==> config.mk <==
export PLATFORM = sky130hd
export DESIGN_NAME = jedro_1_wb_arbiter
export DESIGN_NICKNAME = d
export VERILOG_FILES = /design/src/rtl/jedro_1_wb_arbiter.sv
export SDC_FILE = /design/constraint.sdc
export NUM_CORES = 1
export LEC_CHECK = 0
export BUFFER_PORTS_ARGS = -buffer_cell sky130_fd_sc_hd__buf_2
export CAP_MARGIN = 15
export CORE_ASPECT_RATIO = 0.5
export CORE_MARGIN = 3
export CORE_UTILIZATION = 48
export DETAILED_ROUTE_END_ITERATION = 7
export HOLD_SLACK_MARGIN = 0.06
export PLACE_DENSITY_LB_ADDON = 0.05
export SKIP_CTS_REPAIR_TIMING = 1
export SYNTH_ARGS = -nofsm -noshare
export SYNTH_HDL_FRONTEND = slang
export SYNTH_SLANG_ARGS = --single-unit
==> constraint.sdc <==
create_clock -name clk_i -period 1.9 [get_ports clk_i]
set_clock_uncertainty 0.1 [all_clocks]
set_input_delay 0.095 -clock clk_i [delete_from_list [all_inputs] [get_ports clk_i]]
set_output_delay 0.095 -clock clk_i [all_outputs]
set_load 0.01 [all_outputs]
==> src/rtl/jedro_1_wb_arbiter.sv <==
// Round-robin writeback arbiter for the regfile write port, with a load-pending scoreboard.
// Optional macro JEDRO_1_WB_FORWARD_EN adds wpc-stage forwarding and an earlier scoreboard clear.
module jedro_1_wb_arbiter #(
  parameter int unsigned DATA_WIDTH     = 32,
  parameter int unsigned REG_ADDR_WIDTH = $clog2(DATA_WIDTH)
) (
  input  logic                      clk_i,
  input  logic                      rst_i,
  input  logic                      alu_valid_i,
  output logic                      alu_ready_o,
  input  logic [REG_ADDR_WIDTH-1:0] alu_addr_i,
  input  logic [DATA_WIDTH-1:0]     alu_data_i,
  input  logic                      lsu_valid_i,
  output logic                      lsu_ready_o,
  input  logic [REG_ADDR_WIDTH-1:0] lsu_addr_i,
  input  logic [DATA_WIDTH-1:0]     lsu_data_i,
  input  logic                      lsu_issue_i,
  input  logic [REG_ADDR_WIDTH-1:0] lsu_issue_addr_i,
  input  logic [REG_ADDR_WIDTH-1:0] rpa_addr_i,
  input  logic [REG_ADDR_WIDTH-1:0] rpb_addr_i,
  output logic                      hazard_o,
  output logic [REG_ADDR_WIDTH-1:0] wpc_addr_o,
  output logic [DATA_WIDTH-1:0]     wpc_data_o,
  output logic                      wpc_we_o,
  output logic [DATA_WIDTH-1:0]     fwd_a_data_o,
  output logic                      fwd_a_hit_o,
  output logic [DATA_WIDTH-1:0]     fwd_b_data_o,
  output logic                      fwd_b_hit_o
);

  localparam int unsigned NUM_REGS = 2 ** REG_ADDR_WIDTH;

  typedef enum logic {
    GRANT_ALU = 1'b0,
    GRANT_LSU = 1'b1
  } grant_e;

  grant_e grant_q, grant_d;

  logic                      accept;
  logic [REG_ADDR_WIDTH-1:0] sel_addr;
  logic [DATA_WIDTH-1:0]     sel_data;
  logic                      lsu_accept;

  logic [NUM_REGS-1:0] sb_q, sb_d;

  // Last-grant state register
  always_ff @(posedge clk_i) begin
    if (rst_i) grant_q <= GRANT_LSU;
    else       grant_q <= grant_d;
  end

  // Round-robin grant: on conflict the requester not granted last wins
  always_comb begin
    grant_d     = grant_q;
    alu_ready_o = 1'b0;
    lsu_ready_o = 1'b0;
    if (!rst_i) begin
      if (alu_valid_i && (!lsu_valid_i || grant_q == GRANT_LSU)) begin
        alu_ready_o = 1'b1;
        grant_d     = GRANT_ALU;
      end else if (lsu_valid_i) begin
        lsu_ready_o = 1'b1;
        grant_d     = GRANT_LSU;
      end
    end
  end

  assign accept     = alu_ready_o | lsu_ready_o;
  assign lsu_accept = lsu_valid_i & lsu_ready_o;
  assign sel_addr   = alu_ready_o ? alu_addr_i : lsu_addr_i;
  assign sel_data   = alu_ready_o ? alu_data_i : lsu_data_i;

  // Registered write stage; x0 slots are consumed without a write
  always_ff @(posedge clk_i) begin
    if (rst_i) begin
      wpc_we_o   <= 1'b0;
      wpc_addr_o <= '0;
      wpc_data_o <= '0;
    end else if (accept && sel_addr != '0) begin
      wpc_we_o   <= 1'b1;
      wpc_addr_o <= sel_addr;
      wpc_data_o <= sel_data;
    end else begin
      wpc_we_o   <= 1'b0;
    end
  end

`ifdef JEDRO_1_WB_FORWARD_EN
  // Scoreboard clears on LSU acceptance; forwarding covers the wpc stage
  always_comb begin
    sb_d = sb_q;
    if (lsu_accept) sb_d[lsu_addr_i] = 1'b0;
    if (lsu_issue_i) sb_d[lsu_issue_addr_i] = 1'b1;
    sb_d[0] = 1'b0;
  end

  assign fwd_a_hit_o  = wpc_we_o && (wpc_addr_o == rpa_addr_i);
  assign fwd_b_hit_o  = wpc_we_o && (wpc_addr_o == rpb_addr_i);
  assign fwd_a_data_o = wpc_data_o;
  assign fwd_b_data_o = wpc_data_o;
`else
  logic                      clr_pend_q;
  logic [REG_ADDR_WIDTH-1:0] clr_addr_q;

  // Clear is deferred to the wpc cycle; a re-issue in the acceptance cycle cancels it
  always_ff @(posedge clk_i) begin
    if (rst_i) begin
      clr_pend_q <= 1'b0;
      clr_addr_q <= '0;
    end else begin
      clr_pend_q <= lsu_accept && !(lsu_issue_i && lsu_issue_addr_i == lsu_addr_i);
      clr_addr_q <= lsu_addr_i;
    end
  end

  always_comb begin
    sb_d = sb_q;
    if (clr_pend_q) sb_d[clr_addr_q] = 1'b0;
    if (lsu_issue_i) sb_d[lsu_issue_addr_i] = 1'b1;
    sb_d[0] = 1'b0;
  end

  assign fwd_a_hit_o  = 1'b0;
  assign fwd_b_hit_o  = 1'b0;
  assign fwd_a_data_o = '0;
  assign fwd_b_data_o = '0;
`endif

  always_ff @(posedge clk_i) begin
    if (rst_i) sb_q <= '0;
    else       sb_q <= sb_d;
  end

  assign hazard_o = sb_q[rpa_addr_i] | sb_q[rpb_addr_i];

endmodule

# --- Word level (Yosys, flattened, before mapping) ---
# Index checks and enable logic that the tools add are counted.
op_classes:
  n_mul: 0
  div: 0
  shifts: 0
  eq_ne: 1
  muxes: 20
  n_bitwise: 6
  addsub: 0
  reduce_logical: 11
  magnitude_cmp: 6
ops:
  columns: ["op", "count"]
  rows:
  - ["$mux 32", 3]
  - ["$and 32x32->32", 1]
  - ["$not 32->32", 1]
  - ["$or 32x32->32", 1]
  - ["$lt 5x6->1 const B", 4]
  - ["$mux 1", 12]
  - ["$bmux 1 s5", 2]
  - ["$demux 1 s5", 2]
  - ["$ge 5x1->1 const B", 2]
  - ["$logic_and 1x1->1", 6]
  - ["$eq 5x5->1", 1]
  - ["$mux 5", 1]
  - ["$reduce_bool 5->1", 1]
  - ["$logic_not 1->1", 2]
  - ["$or 1x1->1", 2]
  - ["$reduce_bool 2->1", 1]
  - ["$and 1x1->1", 1]
  - ["$logic_or 1x1->1", 1]
word_totals:
  reg_bits: 77
  mem_bits_ro: 0
  latch_bits: 0
  inputBits: 94
  n_memories: 0
  word_cells: 52
  out_inout_bits: 107
  ramBits: 0

# --- Longest topological paths before layout ---
# Gate-level depths: netlist (run 1).
depth:
  ltp_word: 9
  depth_mapped: 7
  ltp_nobuf: 6

# --- Worst setup path before layout (run 1) ---
# Ideal clock, no wire load.
synth_timing:
  kind: "register to register"
  start: "register grant_q"
  end: "register wpc_data_o[19]"
  path_stages_with_launch: 8
  path_slack_ns: 0.290
  t_required_ns: 1.711
  setup_time_ns: 0.089
  arrival_ns: 1.421
  period_less_slack_ns: 1.610
  n_path_buf: 1
  path_cell_list: "dfxtp_1 nand2b_1 nand3b_4 o22a_4 inv_6 buf_2 nor2_1 a311oi_2"
synth_between:
  elab_chain_len: 7
  elab_cells_between_ends: 11
  cone_classes: "mux: 6; bitwise: 1; reduce/logical: 4"
synth_lines:
  columns: ["item", "line_no", "rtl"]
  rows:
  - ["start: declaration", "38", "grant_e grant_q, grant_d;"]
  - ["start signal: assignment", "50", "else grant_q <= grant_d;"]
  - ["$logic_or 1x1->1 (*)", "59", "if (alu_valid_i && (!lsu_valid_i || grant_q == GRANT_LSU)) begin"]
  - ["$logic_and 1x1->1 (*)", "59", null]
  - ["$mux 1", "59", null]
  - ["$mux 1", "58", "if (!rst_i) begin"]
  - ["$mux 5", "71", "assign sel_addr = alu_ready_o ? alu_addr_i : lsu_addr_i;"]
  - ["$reduce_bool 5->1", "80", "end else if (accept && sel_addr != '0) begin"]
  - ["$logic_and 1x1->1", "80", null]
  - ["end signal: assignment", "83", "wpc_data_o <= sel_data;"]
  - ["end: declaration", "23", "output logic [DATA_WIDTH-1:0] wpc_data_o,"]
# Mark *: on every way between the ends. The rest lies on a longest branch, timed or not.
# A chain may end at the register's enable or synchronous reset.

# --- Worst setup path in the final report (run 1) ---
layout_timing:
  start: "register sb_q[23]"
  end: "output port hazard_o"
layout_between:
  elab_chain_len: 3
  elab_cells_between_ends: 5
  cone_classes: "mux: 4; bitwise: 1"
layout_lines:
  columns: ["item", "line_no", "rtl"]
  rows:
  - ["start: declaration", "45", "logic [NUM_REGS-1:0] sb_q, sb_d;"]
  - ["start signal: assignment", "131", "if (rst_i) sb_q <= '0;"]
  - ["start signal: assignment", "132", "else sb_q <= sb_d;"]
  - ["$bmux 1 s5", "135", "assign hazard_o = sb_q[rpa_addr_i] | sb_q[rpb_addr_i];"]
  - ["$mux 1 (implied by the code)", "135", null]
  - ["$or 1x1->1 (*)", "135", null]
  - ["end: declaration", "21", "output logic hazard_o,"]
# Mark *: on every way between the ends. The rest lies on a longest branch, timed or not. The select of a mux whose other input is x is not followed.

==> flow_metrics.tcl, run 1 <==
set metrics [dict create \
    status "finished with violations" \
    failed_checks "setup timing" \
    yosysSeqAreaShare_pct 34.0 \
    max_slew.worst_pin.slew_ns 0.544 \
    yosysTopAreaCell "dfxtp_1" \
    post-dp-hpwl_um 8270 \
    fp.dieW_um 143 \
    core-area_um2 8890 \
    slowest_stage "mux4_2" \
    layout-drive-gt1-share_pct 31.4 \
    synth-warning-count 0 \
    firstDrtPassIters 5 \
    antenna_found_initial 0 \
    grt_max_degree 72 \
    cts_sinks 76 \
    drtIter0Drc 348 \
    fmax_mhz 487 \
    grt_pass1_vias 3588 \
    min_from "lsu_addr_i[1]" \
    yosys.area.top_type_share_pct 34.0 \
    grt_pass1_wl_um 17800 \
    gr-total-overflow 0 \
    rr_endpoint "wpc_data_o[30]$_SDFFE_PP0P_" \
    cts_tree "yes" \
    fp-row-count 24 \
    clk_path_buf_depth 2 \
    drc 0 \
    root_buffer "clkbuf_16" \
    rsz0062_at_grt "true" \
    maxCapViolations 0 \
    whs_ns 0.0168 \
    vias_per_cell 5.12 \
    clk_latency_ns 0.34 \
    crit_arrival_ns 1.86 \
    hold_violations 0 \
    fin_crit_sh_pct 108 \
    n_antenna_cell 0 \
    cp-start-kind "flip-flop" \
    yosys-top-cells-area "dfxtp_1 34%, a311oi_2 12%, buf_4 11%" \
    finalPower_mw 4.45 \
    globalplace.congestion 0.807 \
    worstSetupPathType "reg2out" \
    layout_setup_ws_ns -0.154 \
    wl_per_cell_um 15.9 \
    synth_area_per_cell_um2 8.82 \
    hold_depth 3 \
    rrSetupSlack_ns 0.16 \
    endpoint_kind "primary output" \
    relSlewSlack_pct 63.7 \
    numCtsBuffers 9 \
    critPathMaxFanout 3 \
    path_cells "mux4_2 > mux2_4 > a31oi_1 > o2111ai_1 > buf_2" \
    ir_drop_uv 511 \
    synthToLayoutAreaGrowth_pct 35.5 \
    ant_nets 0 \
    synth.most_common_cell "nand2_1" \
    synth_top_flop_cell "dfxtp_1" \
    cts-htree-levels 3 \
    track_usage_pct 21.3 \
    synth_enable_flop_cells 0 \
    final-max-slew-violation-count 0 \
    setup_tns_ns -0.154 \
    p_leak_nw 2.61 \
    ys_types 43 \
    hold_end "clr_addr_q[1]$_SDFF_PP0_" \
    fin_crit_ns 2.05 \
    start_util_pct 50.4 \
    nets 803 \
    nFillCells 721 \
    p_per_area_nw_per_um2 733 \
    final_core_util_pct 68.3 \
    vias 4251 \
    async_flop_share_pct 0 \
    yosys-top-cells-count "106 x nand2_1, 76 x dfxtp_1, 66 x buf_4" \
    wl_um 13200 \
    critPathRequiredTime_ns 1.70 \
    placement.io_buffers 134 \
    critical_path.max_stage_delay_ns 0.47 \
    reg2reg_depth 6 \
    hold_class "in2reg" \
    setup_viol 1 \
    synth-seq-cells 76 \
    io_pins 201 \
    synth_cells 508 \
    synth_area_um2 4480 \
    clkTransAtPathRegs_ns 0.06 \
    die_h_um 74.3 \
    r2r-start "grant_q$_SDFFE_PP1P_" \
    dieArea_um2 10600 \
]
==> where the power goes <==
group	leakage (nW)	total, mW	switching (mW)	internal [mW]
clock	0.148	1.79	0.654	1.14
combinational	1.84	0.917	0.499	0.418
sequential	0.625	1.74	0.0528	1.69
==> worst max-delay path: cells and delay by family, from the launching register on <==
| family | cells | cell delay (ns) |
|---|---|---|
| compound gates | 2 | 0.27 |
| buf+inv | 1 | 0.15 |
| flops | 1 | 0.33 |
| mux | 2 | 0.76 |
==> stage by stage <==
step / instances / worst slack, ns / cell area (um2)
2_1_floorplan: 573 / 0.290 / 4720
3_3_place_gp: 737 / 0.0912 / 4930
3_5_place_dp: 737 / 0.0313 / 4930
4_1_cts: 752 / -0.177 / 5240
5_1_grt: 830 / -0.220 / 6070
6_report: 830 / -0.154 / 6070
==> layout by cell type (no fill, tap or decap), types with 2 or more instances in the layout <==
master,n
mux4_2,14
nor3b_1,5
nor2b_1,7
bufinv_16,2
nand3_1,4
a21oi_1,32
or4_1,2
nand2b_1,2
inv_1,2
xor2_1,4
nand3b_1,9
nor2_1,45
conb_1,66
or3b_2,3
buf_2,134
a311oi_2,35
dfxtp_1,72
nand2_1,106
dfxtp_2,4
buf_4,9
a222oi_1,2
a31oi_1,2
clkbuf_16,10
dlygate4sd3_1,77
clkinv_2,2
o21ai_0,33
and3b_1,4
and3_1,2
mux2i_1,3
clkinvlp_4,2
==> how the worst max path moves through the flow <==
stage                              start  depth (start not counted)                     endpoint  slack (ns)
finish               sb_q[23]$_SDFF_PP0_                          5                     hazard_o       -0.15
global route         sb_q[31]$_SDFF_PP0_                          5                     hazard_o       -0.22
CTS                  sb_q[23]$_SDFF_PP0_                          5                     hazard_o       -0.18
detailed placement  grant_q$_SDFFE_PP1P_                          6  wpc_data_o[17]$_SDFFE_PP0P_        0.03
global placement    grant_q$_SDFFE_PP1P_                          6   wpc_addr_o[1]$_SDFFE_PP0P_        0.09
floorplan           grant_q$_SDFFE_PP1P_                          7  wpc_data_o[19]$_SDFFE_PP0P_        0.29
==> area by class of cell <==
class	instances	area, um2	share of cell area [%]
Clock buffer	10	229	3.77
Clock inverter	5	77.6	1.28
Inverter	4	31.3	0.515
Multi-Input combinational cell	395	2490	41.1
Sequential cell	76	1530	25.1
Tap cell	117	146	2.41
Timing Repair Buffer	223	1570	25.8
==> kinds of logic (layout without fill, tap and decap cells) <==
kind of cell,after synthesis,in the layout,synth area share (%)
simple gates,196,196,20.1
mux,19,19,8.21
xor+xnor,5,5,0.977
other cells,1,66,0.0837
buf+inv,102,242,15.9
flops,76,76,34.0
compound gates,109,109,20.8
==> per-layer routing <==
metal | global-route usage (%) | vias up | wire length (um)
met1 | 26.3 | 1977 | 5400
met3 | 6.23 | 28 | 938
met2 | 37.0 | 188 | 6550
met4 | 5.90 | 0 | 281
li1 | - | 2058 | -
met5 | 0 | - | 0
==> sequential cells by signal (all words and copies together) (netlist names) <==
signal	flops
sb_q	31
wpc_addr_o	5
wpc_we_o	1
wpc_data_o	32
clr_pend_q	1
grant_q	1
clr_addr_q	5
Power figures use the tool's default switching activity.
==> run 2: changes to the inputs <==
SETUP_SLACK_MARGIN = 0.05   (was unset)
==> run 2 against run 1 <==
The flow still finishes with violations (setup timing). Non-clock buffer count up 1. Power about the same. Via count about the same. Critical path depth unchanged. First-iteration DRC count is 21% lower. Sequential power about the same. Clock power hardly changed. Maximum frequency is 0.14% higher. Global-route usage unchanged. Register-to-register slack hardly changed. Critical path type unchanged. Highest routed layer unchanged.
==> flow_metrics.tcl, run 2 (synthesized netlist as in run 1, its figures left out) <==
set metrics [dict create \
    core-area_um2 8890 \
    top_register "wpc_data_o" \
    synthToLayoutAreaGrowth_pct 35.7 \
    fin_crit_sh_pct 108 \
    setup_tns_ns -0.151 \
    cts-htree-levels 3 \
    grt_max_degree 72 \
    worstPathBufferInverterCount 1 \
    gr-total-overflow 0 \
    mostFrequentLayoutCells "134 x buf_2, 106 x nand2_1, 77 x dlygate4sd3_1" \
    dieArea_um2 10600 \
    placement.io_buffers 134 \
    ir_drop_uv 510 \
    rsz0062_at_grt "true" \
    clk_path_buf_depth 2 \
    clk_latency_ns 0.34 \
    crit_arrival_ns 1.86 \
    firstDrtPassIters 6 \
    cpLargestDelayFamily "multiplexers" \
    post-dp-hpwl_um 8270 \
    max_slew.worst_pin.slew_ns 0.543 \
    hold_violations 0 \
    setup_viol 1 \
    worstSetupPathType "reg2out" \
    n_antenna_cell 0 \
    multi_input_area_um2 2490 \
    dp_slack_ns 0.0313 \
    grt_pass1_vias 3588 \
    p_per_area_nw_per_um2 731 \
    grt_pass1_wl_um 17800 \
    p_leak_nw 2.62 \
    final_common_cell "buf_2" \
    nets 804 \
    track_usage_pct 21.3 \
    cp-start-kind "flip-flop" \
    critical_path.max_stage_delay_ns 0.47 \
    final-max-slew-violation-count 0 \
    antenna_found_initial 0 \
    relSlewSlack_pct 63.8 \
    clkTransAtPathRegs_ns 0.06 \
    die_h_um 74.3 \
    drc 0 \
    largest_reg_flops 32 \
    register_area_um2 1530 \
    failed_checks "setup timing" \
    fmax_mhz 487 \
    hold_class "in2reg" \
    fin_crit_ns 2.05 \
    wl_per_cell_um 15.8 \
    layout_setup_ws_ns -0.151 \
    drtIter0Drc 276 \
    start_util_pct 50.4 \
    ant_nets 0 \
    fp.dieW_um 143 \
    vias_per_cell 5.11 \
    cts_sinks 76 \
    fp-row-count 24 \
    reg_top3 "wpc_data_o: 32 flops, sb_q: 31 flops" \
    critPathRequiredTime_ns 1.70 \
    endpoint_kind "primary output" \
    layout-drive-gt1-share_pct 31.5 \
    slowest_stage "mux4_2" \
    status "finished with violations" \
    path_cells "mux4_2 > mux2_4 > a31oi_1 > o2111ai_1 > buf_2" \
    maxCapViolations 0 \
    root_buffer "clkbuf_16" \
    io_pins 201 \
    critPathMaxFanout 3 \
    wl_um 13100 \
    globalplace.congestion 0.807 \
    numCtsBuffers 9 \
    rrSetupSlack_ns 0.17 \
    vias 4247 \
    cts_tree "yes" \
    nFillCells 719 \
]
## run 2: cell count changes in the layout (fill, tap and decap cells not counted), sizes merged
cell and change:
clkinv -1, inv +1, buf +1
## run 2: metal layers
metal / global-route usage, % / share of wire, % / vias to the layer above
li1: - / - / 2058
met1: 26.3 / 41 / 1963
met2: 37.0 / 50 / 202
met3: 6.23 / 7.3 / 24
met4: 5.90 / 1.9 / 0
met5: 0 / 0 / -
## run 2: cell type report
cell class,count,share of cell area (%)
clock buffer,10,3.76
clock inverter,5,1.28
inverter,4,0.576
multi-input combinational,395,41.0
sequential,76,25.1
tap,117,2.41
timing repair buffer,224,25.9
## run 2: power breakdown
part	internal (mW)	total, mW	switching (mW)	leakage, nW
Sequential	1.69	1.74	0.0526	0.625
Combinational	0.420	0.921	0.501	1.85
Clock	1.14	1.79	0.650	0.148
## run 2: metrics by stage
step | instance area (um2) | util [%] | total power, mW | std cells | hold slack (ns)
global route | 6080 | 68.4 | 4.63 | 831 | 0.0825
global placement | 4930 | 55.5 | 2.53 | 737 | 0.238
CTS | 5240 | 58.9 | 4.31 | 752 | -0.118
floorplan | 4720 | - | 2.39 | 573 | 0.0999
detailed placement | 4930 | 55.5 | 2.53 | 737 | 0.241
finish | 6080 | 68.4 | 4.45 | 831 | 0.0165
## run 2: worst paths after layout
check                        from                          end  depth (start not counted)
min reg2reg    sb_q[4]$_SDFF_PP0_           sb_q[4]$_SDFF_PP0_                          2
max           sb_q[19]$_SDFF_PP0_                     hazard_o                          5
max reg2reg  grant_q$_SDFFE_PP1P_  wpc_data_o[30]$_SDFFE_PP0P_                          6
min                 lsu_addr_i[1]     clr_addr_q[1]$_SDFF_PP0_                          3
## run 2: worst register-to-register path, cell delays in order, from the launching register on
cell and delay (ns):
dfxtp_1 0.33, nand2b_1 0.15, nand3b_4 0.13, o22a_4 0.32, inv_16 0.22, nor2_1 0.15
a311oi_2 0.25
==> run 3: changes to the inputs <==
PLACE_DENSITY = 0.81   (was unset)
PLACE_DENSITY_LB_ADDON = unset   (was 0.05)
==> run 3 against run 2 <==
The flow still finishes with violations (setup timing). Non-clock buffer count shrank 2. Final cell count fell by 0.24%. Hold slack improved by 0.12 ns. Sequential power hardly changed. Clock power decreased by 6%. Largest cell class unchanged.
==> flow_metrics.tcl, run 3 (synthesized netlist as in run 1, its figures left out) <==
set metrics [dict create \
    status "finished with violations" \
    failed_checks "setup timing" \
    placement.io_buffers 134 \
    crit_path_start "sb_q[23]$_SDFF_PP0_" \
    path_cells "mux4_2 > mux2_4 > a31oi_1 > o2111ai_1 > buf_2" \
    largest_reg_flops 32 \
    clk_path_buf_depth 2 \
    wl_um 13800 \
    fmax_mhz 497 \
    fp.dieW_um 143 \
    post-dp-hpwl_um 8200 \
    critPathMaxFanout 3 \
    cts_sinks 76 \
    top_register "wpc_data_o" \
    nets 802 \
    n_antenna_cell 0 \
    cts_tree "yes" \
    worstPathBufferInverterCount 1 \
    fin_crit_sh_pct 106 \
    grt_max_degree 60 \
    clkTransAtPathRegs_ns 0.06 \
    seq_power_share_pct 40.0 \
    dp_cells 736 \
    grt_pass1_vias 3582 \
    start_util_pct 50.4 \
    root_buffer "clkbuf_16" \
    dpl_cell_area_um2 4950 \
    relSlewSlack_pct 50.2 \
    dieArea_um2 10600 \
    clk_latency_ns 0.33 \
    vias 4375 \
    ant_nets 0 \
    vias_per_cell 5.28 \
    antenna_found_initial 0 \
    fin_crit_ns 2.01 \
    drtIter0Drc 351 \
    p_leak_nw 2.60 \
    whs_ns 0.139 \
    endpoint_kind "primary output" \
    p_per_area_nw_per_um2 723 \
    die_h_um 74.3 \
    fp-row-count 24 \
    layout_setup_ws_ns -0.113 \
    wl_per_cell_um 16.6 \
    maxCapViolations 0 \
    worstSetupPathType "reg2out" \
    slowest_stage "mux4_2" \
    critPathRequiredTime_ns 1.70 \
    core-area_um2 8890 \
    clock_power_share_pct 38.6 \
    crit_arrival_ns 1.82 \
    final-max-slew-violation-count 0 \
    hold_class "in2reg" \
    cp-start-kind "flip-flop" \
    globalplace.congestion 0.861 \
    hold_violations 0 \
    ir_drop_uv 473 \
    max_slew.worst_pin.slew_ns 0.747 \
    cpLargestDelayFamily "multiplexers" \
    final_cells 829 \
    track_usage_pct 20.1 \
    setup_viol 1 \
    design_area_um2 6030 \
    nFillCells 686 \
    switchingPower_mw 1.21 \
    gr-total-overflow 0 \
    grt_pass1_wl_um 17200 \
    switching_share_pct 27.8 \
    critical_path.max_stage_delay_ns 0.47 \
    p_int_mw 3.15 \
    io_pins 201 \
    numCtsBuffers 9 \
    mostFrequentLayoutCells "134 x buf_2, 106 x nand2_1, 78 x dlygate4sd3_1" \
    final_common_cell "buf_2" \
    r2r-start "grant_q$_SDFFE_PP1P_" \
    drc 0 \
    pwr-share-comb_pct 21.4 \
    cts-htree-levels 3 \
    final_core_util_pct 67.9 \
    firstDrtPassIters 5 \
    min_from "lsu_issue_addr_i[2]" \
    rsz0062_at_grt "true" \
    layout-drive-gt1-share_pct 31.0 \
    synthToLayoutAreaGrowth_pct 34.7 \
    reg_top3 "wpc_data_o: 32 flops, sb_q: 31 flops" \
]
## run 3: changes by cell type in the layout (fill, tap and decap cells not counted)
cell and change:
buf_12 +1, buf_4 -3, bufinv_16 -1, clkbuf_16 -1, clkbuf_8 +1, clkinv_2 -1, dfxtp_1 +1, dfxtp_2 -1
dlygate4sd3_1 +1, inv_16 -1, inv_2 +1, inv_6 +1
## run 3: tightest hold or removal path, stage by stage
cell and delay, ns:
buf_2 0.17, nand2_1 0.08, nor2_1 0.07, nand2_1 0.07, a21oi_1 0.05
## run 3: metrics by stage
step | TNS [ns] | worst slack (ns) | power (mW)
floorplan | 0 | 0.290 | 2.39
global placement | 0 | 0.198 | 2.53
detailed placement | 0 | 0.147 | 2.55
CTS | -0.146 | -0.146 | 4.23
global route | -0.216 | -0.209 | 4.53
finish | -0.113 | -0.113 | 4.37
## run 3: power by group through the flow
stage / Clock, mW / Sequential [mW] / Combinational (mW)
6_report: 1.69 / 1.75 / 0.934
5_1_grt: 1.77 / 1.75 / 1.01
4_1_cts: 1.71 / 1.74 / 0.775
3_5_place_dp: 0 / 1.77 / 0.774
3_3_place_gp: 0 / 1.77 / 0.756
2_1_floorplan: 0 / 1.80 / 0.589
## run 3: routing by layer
layer / part of all wire (%) / vias up / global-route usage [%] / routed length (um)
met1: 38 / 2076 / 23.9 / 5260
met5: 0 / - / 0 / 0
li1: - / 2054 / - / -
met4: 2.4 / 0 / 6.01 / 335
met3: 7.5 / 28 / 4.88 / 1030
met2: 52 / 217 / 36.6 / 7140
## run 3: path summary, 6_finish.rpt
kind,slack (ns),depth (start not counted),to
setup / recovery,-0.11,5,hazard_o
hold / removal,0.14,5,sb_q[23]$_SDFF_PP0_
setup reg to reg,0.08,7,wpc_data_o[18]$_SDFFE_PP0P_
hold reg to reg,0.39,2,sb_q[25]$_SDFF_PP0_
## run 3: area by class of cell
type                    instances  area [um2]  area share (%)
clock inverters                 4        50.0           0.829
flip-flops and latches         76        1530            25.3
inverters                       4        20.0           0.332
clock buffers                  11         243            4.02
well taps                     117         146            2.43
repair buffers                222        1560            25.8
multi-input cells             395        2490            41.3
